<file path="src/rtl/adc_axis_scanner.sv">
// Round-robin ADC channel scanner: latches 12-bit samples, derives hysteretic +/- flags, snapshots them per frame.
// Latency: accepted response -> samples/live flags next edge; snapshot on the new_frame edge. Stalls in ISSUE until cmd_ready.
module adc_axis_scanner #(
    parameter int NUM_CH   = 2,
    parameter int FIRST_CH = 1,
    parameter int HI_TH    = 2000,
    parameter int LO_TH    = 700,
    parameter int HYST     = 64,
    parameter int TIMEOUT  = 1023
) (
    input  logic                 sys_clk,
    input  logic                 reset,
    input  logic                 new_frame,
    output logic                 cmd_valid,
    output logic [4:0]           cmd_channel,
    input  logic                 cmd_ready,
    input  logic                 rsp_valid,
    input  logic [4:0]           rsp_channel,
    input  logic [11:0]          rsp_data,
    output logic [12*NUM_CH-1:0] samples,
    output logic [NUM_CH-1:0]    dir_pos,
    output logic [NUM_CH-1:0]    dir_neg,
    output logic                 frame_strobe,
    output logic [NUM_CH-1:0]    stale,
    output logic                 timeout_err
);
    localparam int IW = (NUM_CH > 1) ? $clog2(NUM_CH) : 1;
    localparam int CW = (TIMEOUT > 1) ? $clog2(TIMEOUT + 1) : 1;
    localparam logic [11:0] POS_SET = 12'(HI_TH);
    localparam logic [11:0] POS_CLR = 12'(HI_TH - HYST);
    localparam logic [11:0] NEG_SET = 12'(LO_TH);
    localparam logic [11:0] NEG_CLR = 12'(LO_TH + HYST);

    typedef enum logic [1:0] {IDLE, ISSUE, WAIT, ADVANCE} state_t;

    state_t            state, state_nxt;
    logic [IW-1:0]     idx;
    logic [CW-1:0]     cnt;
    logic [NUM_CH-1:0] live_pos, live_neg, refreshed;
    logic [4:0]        cur_ch;
    logic              rsp_hit, expired;

    assign cur_ch  = 5'(FIRST_CH) + 5'(idx);
    assign rsp_hit = (state == WAIT) && rsp_valid && (rsp_channel == cur_ch);
    // A matching response in the final wait cycle wins over the timeout.
    assign expired = (state == WAIT) && !rsp_hit && (cnt == CW'(TIMEOUT - 1));

    function automatic logic next_pos(input logic [11:0] s, input logic cur);
        if (s > POS_SET)      return 1'b1;
        else if (s < POS_CLR) return 1'b0;
        else                  return cur;
    endfunction

    function automatic logic next_neg(input logic [11:0] s, input logic cur);
        if (s < NEG_SET)      return 1'b1;
        else if (s > NEG_CLR) return 1'b0;
        else                  return cur;
    endfunction

    always_ff @(posedge sys_clk) begin
        if (reset) state <= IDLE;
        else       state <= state_nxt;
    end

    always_comb begin
        state_nxt   = state;
        cmd_valid   = 1'b0;
        cmd_channel = 5'd0;
        case (state)
            IDLE:    state_nxt = ISSUE;
            ISSUE: begin
                cmd_valid   = 1'b1;
                cmd_channel = cur_ch;
                if (cmd_ready) state_nxt = WAIT;
            end
            WAIT:    if (rsp_hit || expired) state_nxt = ADVANCE;
            ADVANCE: state_nxt = ISSUE;
            default: state_nxt = IDLE;
        endcase
    end

    always_ff @(posedge sys_clk) begin
        if (reset) begin
            idx          <= '0;
            cnt          <= '0;
            live_pos     <= '0;
            live_neg     <= '0;
            refreshed    <= '0;
            samples      <= '0;
            dir_pos      <= '0;
            dir_neg      <= '0;
            stale        <= '0;
            frame_strobe <= 1'b0;
            timeout_err  <= 1'b0;
        end else begin
            frame_strobe <= new_frame;
            if (state == ISSUE && cmd_ready) cnt <= '0;
            else if (state == WAIT)          cnt <= cnt + 1'b1;
            if (state == ADVANCE)
                idx <= (idx == IW'(NUM_CH - 1)) ? '0 : idx + 1'b1;
            if (expired) timeout_err <= 1'b1;
            // Snapshot reads the registered live flags, i.e. before any same-edge sample update.
            if (new_frame) begin
                dir_pos   <= live_pos;
                dir_neg   <= live_neg;
                stale     <= ~refreshed;
                refreshed <= '0;
            end
            for (int i = 0; i < NUM_CH; i++) begin
                if (rsp_hit && idx == IW'(i)) begin
                    samples[12*i +: 12] <= rsp_data;
                    live_pos[i]         <= next_pos(rsp_data, live_pos[i]);
                    live_neg[i]         <= next_neg(rsp_data, live_neg[i]);
                    refreshed[i]        <= 1'b1;
                end
            end
        end
    end
endmodule

</file>
<file path="config.mk">
export PLATFORM = sky130hd
export DESIGN_NAME = adc_axis_scanner
export DESIGN_NICKNAME = d
export VERILOG_FILES = /design/src/rtl/adc_axis_scanner.sv
export SDC_FILE = /design/constraint.sdc
export NUM_CORES = 1
export LEC_CHECK = 0
export BUFFER_PORTS_ARGS = -buffer_cell sky130_fd_sc_hd__buf_2
export CAP_MARGIN = 5
export CORE_ASPECT_RATIO = 0.6
export CORE_MARGIN = 2
export CORE_UTILIZATION = 55
export CTS_CLUSTER_DIAMETER = 80
export DETAILED_ROUTE_END_ITERATION = 10
export PLACE_DENSITY = 0.92
export SLEW_MARGIN = 20
export SYNTH_ARGS = -nofsm -noshare
export SYNTH_HDL_FRONTEND = slang
export SYNTH_SLANG_ARGS = --single-unit
</file>
<file path="constraint.sdc">
create_clock -name sys_clk -period 3 [get_ports sys_clk]
set_input_delay 0.15 -clock sys_clk [delete_from_list [all_inputs] [get_ports sys_clk]]
set_output_delay 0.15 -clock sys_clk [all_outputs]
set_load 0.02 [all_outputs]
</file>
==> reports/results.ini <==
[cts]
cts_buffer_depth=2
postCtsSetupRepairBufs=0
cts.repair.resized=0
tritoncts=done
hold_buffers=0
clock_sinks=51
clock_latency_ns=0.30
cts_root_buf=clkbuf_8
clkSlewWorstSetupHoldPaths_ns=0.08
cts_buffers=5
cts_max_level=2

[sta]
hold_violations=0
postLayoutSetupSlackWorst_ns=0.8732
finClkSkew_ns=0.007960
min_period_ns=2.127
finalSetupViolCount=0
min_period_over_period_pct=70.89
tns_ns=0
max-slew-margin-rel_pct=48.47
worst_slew_pin_slew_ns=0.7729
slew_viol_final=0
rsz0062_at_grt=false
fmax_mhz=470.2

[power_and_ir_drop]
max-vdd-ir-drop_v=0.0004149
p_leak_uw=0.001286
p_per_area_nw_per_um2=523.5

[critical_path]
cp-start-kind=register
cp.arrival_ns=2.32
critical_path_class=register to register
critPathRequiredTime_ns=3.19
worstSetupEndpointType=register
path_max_fanout=19

[grt]
grt_usage_pct=21.78
grt_max_degree=46
grt_pass1_wl_um=7548
grt_antenna_before_repair=0
grt_pass1_vias=1633
grt-ovfl-total=0

[drt]
firstDrtPassIters=4
wl_per_cell_um=14.38
routed-via-count=1779
drc=0
drtAntennaViolNets=0
drt_iter0_markers=161
wirelength_um=4673
viasPerCell=5.474

[floorplanning]
io_pins=60
die_area_sq_um=4518
initial_core_util_pct=58.49
die_w_um=85.46
coreArea_sq_um=3744
num_rows=17
dieHeight_um=52.88

[cells_and_area]
final_common_cell=buf_2
nets=307
diodes=0
mostFrequentLayoutCells=buf_2, dfxtp_1, nor2_1
area_growth_pct=16.57
drive_above_1_share_pct=23.38

[place]
gp_congestion=0.8112
hpwl_um=3432
post-place-ws_ns=0.9033
io_buffers=56

[synthesis]
yosysWarnings=0
ys_types=40
ys_seq_area_share_pct=46.63
synth_area_sq_um=2190
synth-seq-cells=51
syn_area_per_cell_sq_um=9.688
syn_inst=226

[job]
maxCapViolCount=0

[status]
status=completed

[worst_hold_path]
min_path_type=input port to register

report_power, final:
part	switching, uW	internal, uW
Clock	200	156
Sequential	28.6	704
Combinational	147	101
Total	376	961
worst paths after layout:
kind | start | to | cells after the start | slack (ns)
max | state[0] | state[0] | 5 | 0.87
min | rsp_data[2] | samples[2] | 3 | 0.15
max reg2reg | state[0] | state[0] | 5 | 0.87
min reg2reg | refreshed[0] | stale[0] | 1 | 0.46
routing by layer:
metal	routed length, um	track usage (%)	up-vias
met5	0	0	-
met4	88	9.524	0
met3	385	5.928	11
met2	1994	34.11	77
met1	2205	28.60	820
li1	-	-	871
sequential cells by signal (all words and copies together) (netlist names):
| signal | flops |
|---|---|
| samples | 24 |
| cnt | 10 |
| dir_neg | 2 |
| dir_pos | 2 |
| live_neg | 2 |
| live_pos | 2 |
| refreshed | 2 |
| stale | 2 |
| state | 2 |
| frame_strobe | 1 |
| idx | 1 |
| timeout_err | 1 |
kinds of logic after synthesis:
| logic type | share of synthesized area [%] |
|---|---|
| AND/OR/NAND/NOR | 20.51 |
| flip-flops | 46.63 |
| multiplexers | 14.74 |
| AO/OA/AOI/OAI | 7.200 |
| buffers and inverters | 4.114 |
| XOR/XNOR | 3.200 |
| adder cells (fa/ha/maj) | 3.428 |
| other | 0.1713 |
Yosys cell counts:
| master | n | share of area, % |
|---|---|---|
| conb_1 | 1 | 0.17 |
| a211o_1 | 1 | 0.40 |
| nor4b_1 | 1 | 0.40 |
| buf_1 | 2 | 0.34 |
| or3_1 | 4 | 1.1 |
| dfxtp_1 | 51 | 47 |
| clkbuf_1 | 5 | 0.86 |
| mux2i_1 | 30 | 14 |
| nand4_1 | 5 | 1.4 |
| and3_1 | 1 | 0.29 |
| nand2_1 | 3 | 0.51 |
| a41oi_1 | 1 | 0.40 |
| a41o_1 | 1 | 0.46 |
| o21bai_1 | 3 | 1.0 |
| a21o_1 | 1 | 0.34 |
| nor4_1 | 1 | 0.29 |
| nor3b_1 | 1 | 0.34 |
| buf_2 | 3 | 0.69 |
| nand4_4 | 1 | 0.97 |
| and4_1 | 1 | 0.40 |
| nor4b_4 | 1 | 1.1 |
| a21oi_1 | 6 | 1.4 |
| mux2_1 | 2 | 1.0 |
| nand3b_1 | 2 | 0.69 |
| and2_1 | 1 | 0.29 |
| nand2b_1 | 6 | 1.7 |
| o211ai_1 | 2 | 0.69 |
| buf_4 | 3 | 1.0 |
| nand3_2 | 1 | 0.46 |
| or4b_1 | 1 | 0.46 |
| nor2_1 | 45 | 7.7 |
| inv_1 | 7 | 1.2 |
| ha_1 | 6 | 3.4 |
| xnor2_1 | 3 | 1.2 |
| o21ai_0 | 5 | 1.1 |
| nand3_1 | 2 | 0.46 |
| xor2_1 | 5 | 2.0 |
| nor2b_1 | 5 | 1.4 |
| a211oi_1 | 4 | 1.4 |
| nor3_1 | 2 | 0.46 |
critical path, stage by stage (launching register included):
cell and delay, ns:
dfxtp_1 0.36, inv_1 0.10, ha_1 0.41, nand4_4 0.43, a41o_1 0.41, mux2_1 0.31
metrics by stage:
step                      std cells  instance area, sq um  hold slack [ns]  total power (uW)  util (%)
after floorplan                 228                  2197           0.2939             925.4         -
after detailed placement        319                  2480           0.4524             995.7     66.24
after global placement          319                  2480           0.4246             980.8     66.24
final                           325                  2552           0.1490              1336     68.18
after CTS                       325                  2552           0.1384              1343     68.18
after global routing            325                  2552           0.1495              1398     68.18
final cells by class:
| type | instances | area, sq um |
|---|---|---|
| Fill cell | 303 | 1191 |
| Multi-Input combinational cell | 157 | 1086 |
| Inverter | 7 | 26.28 |
| Clock buffer | 6 | 72.57 |
| Sequential cell | 51 | 1021 |
| Tap cell | 47 | 58.81 |
| Timing Repair Buffer | 57 | 287.8 |
No activity file was read; power rests on OpenSTA's default activity.
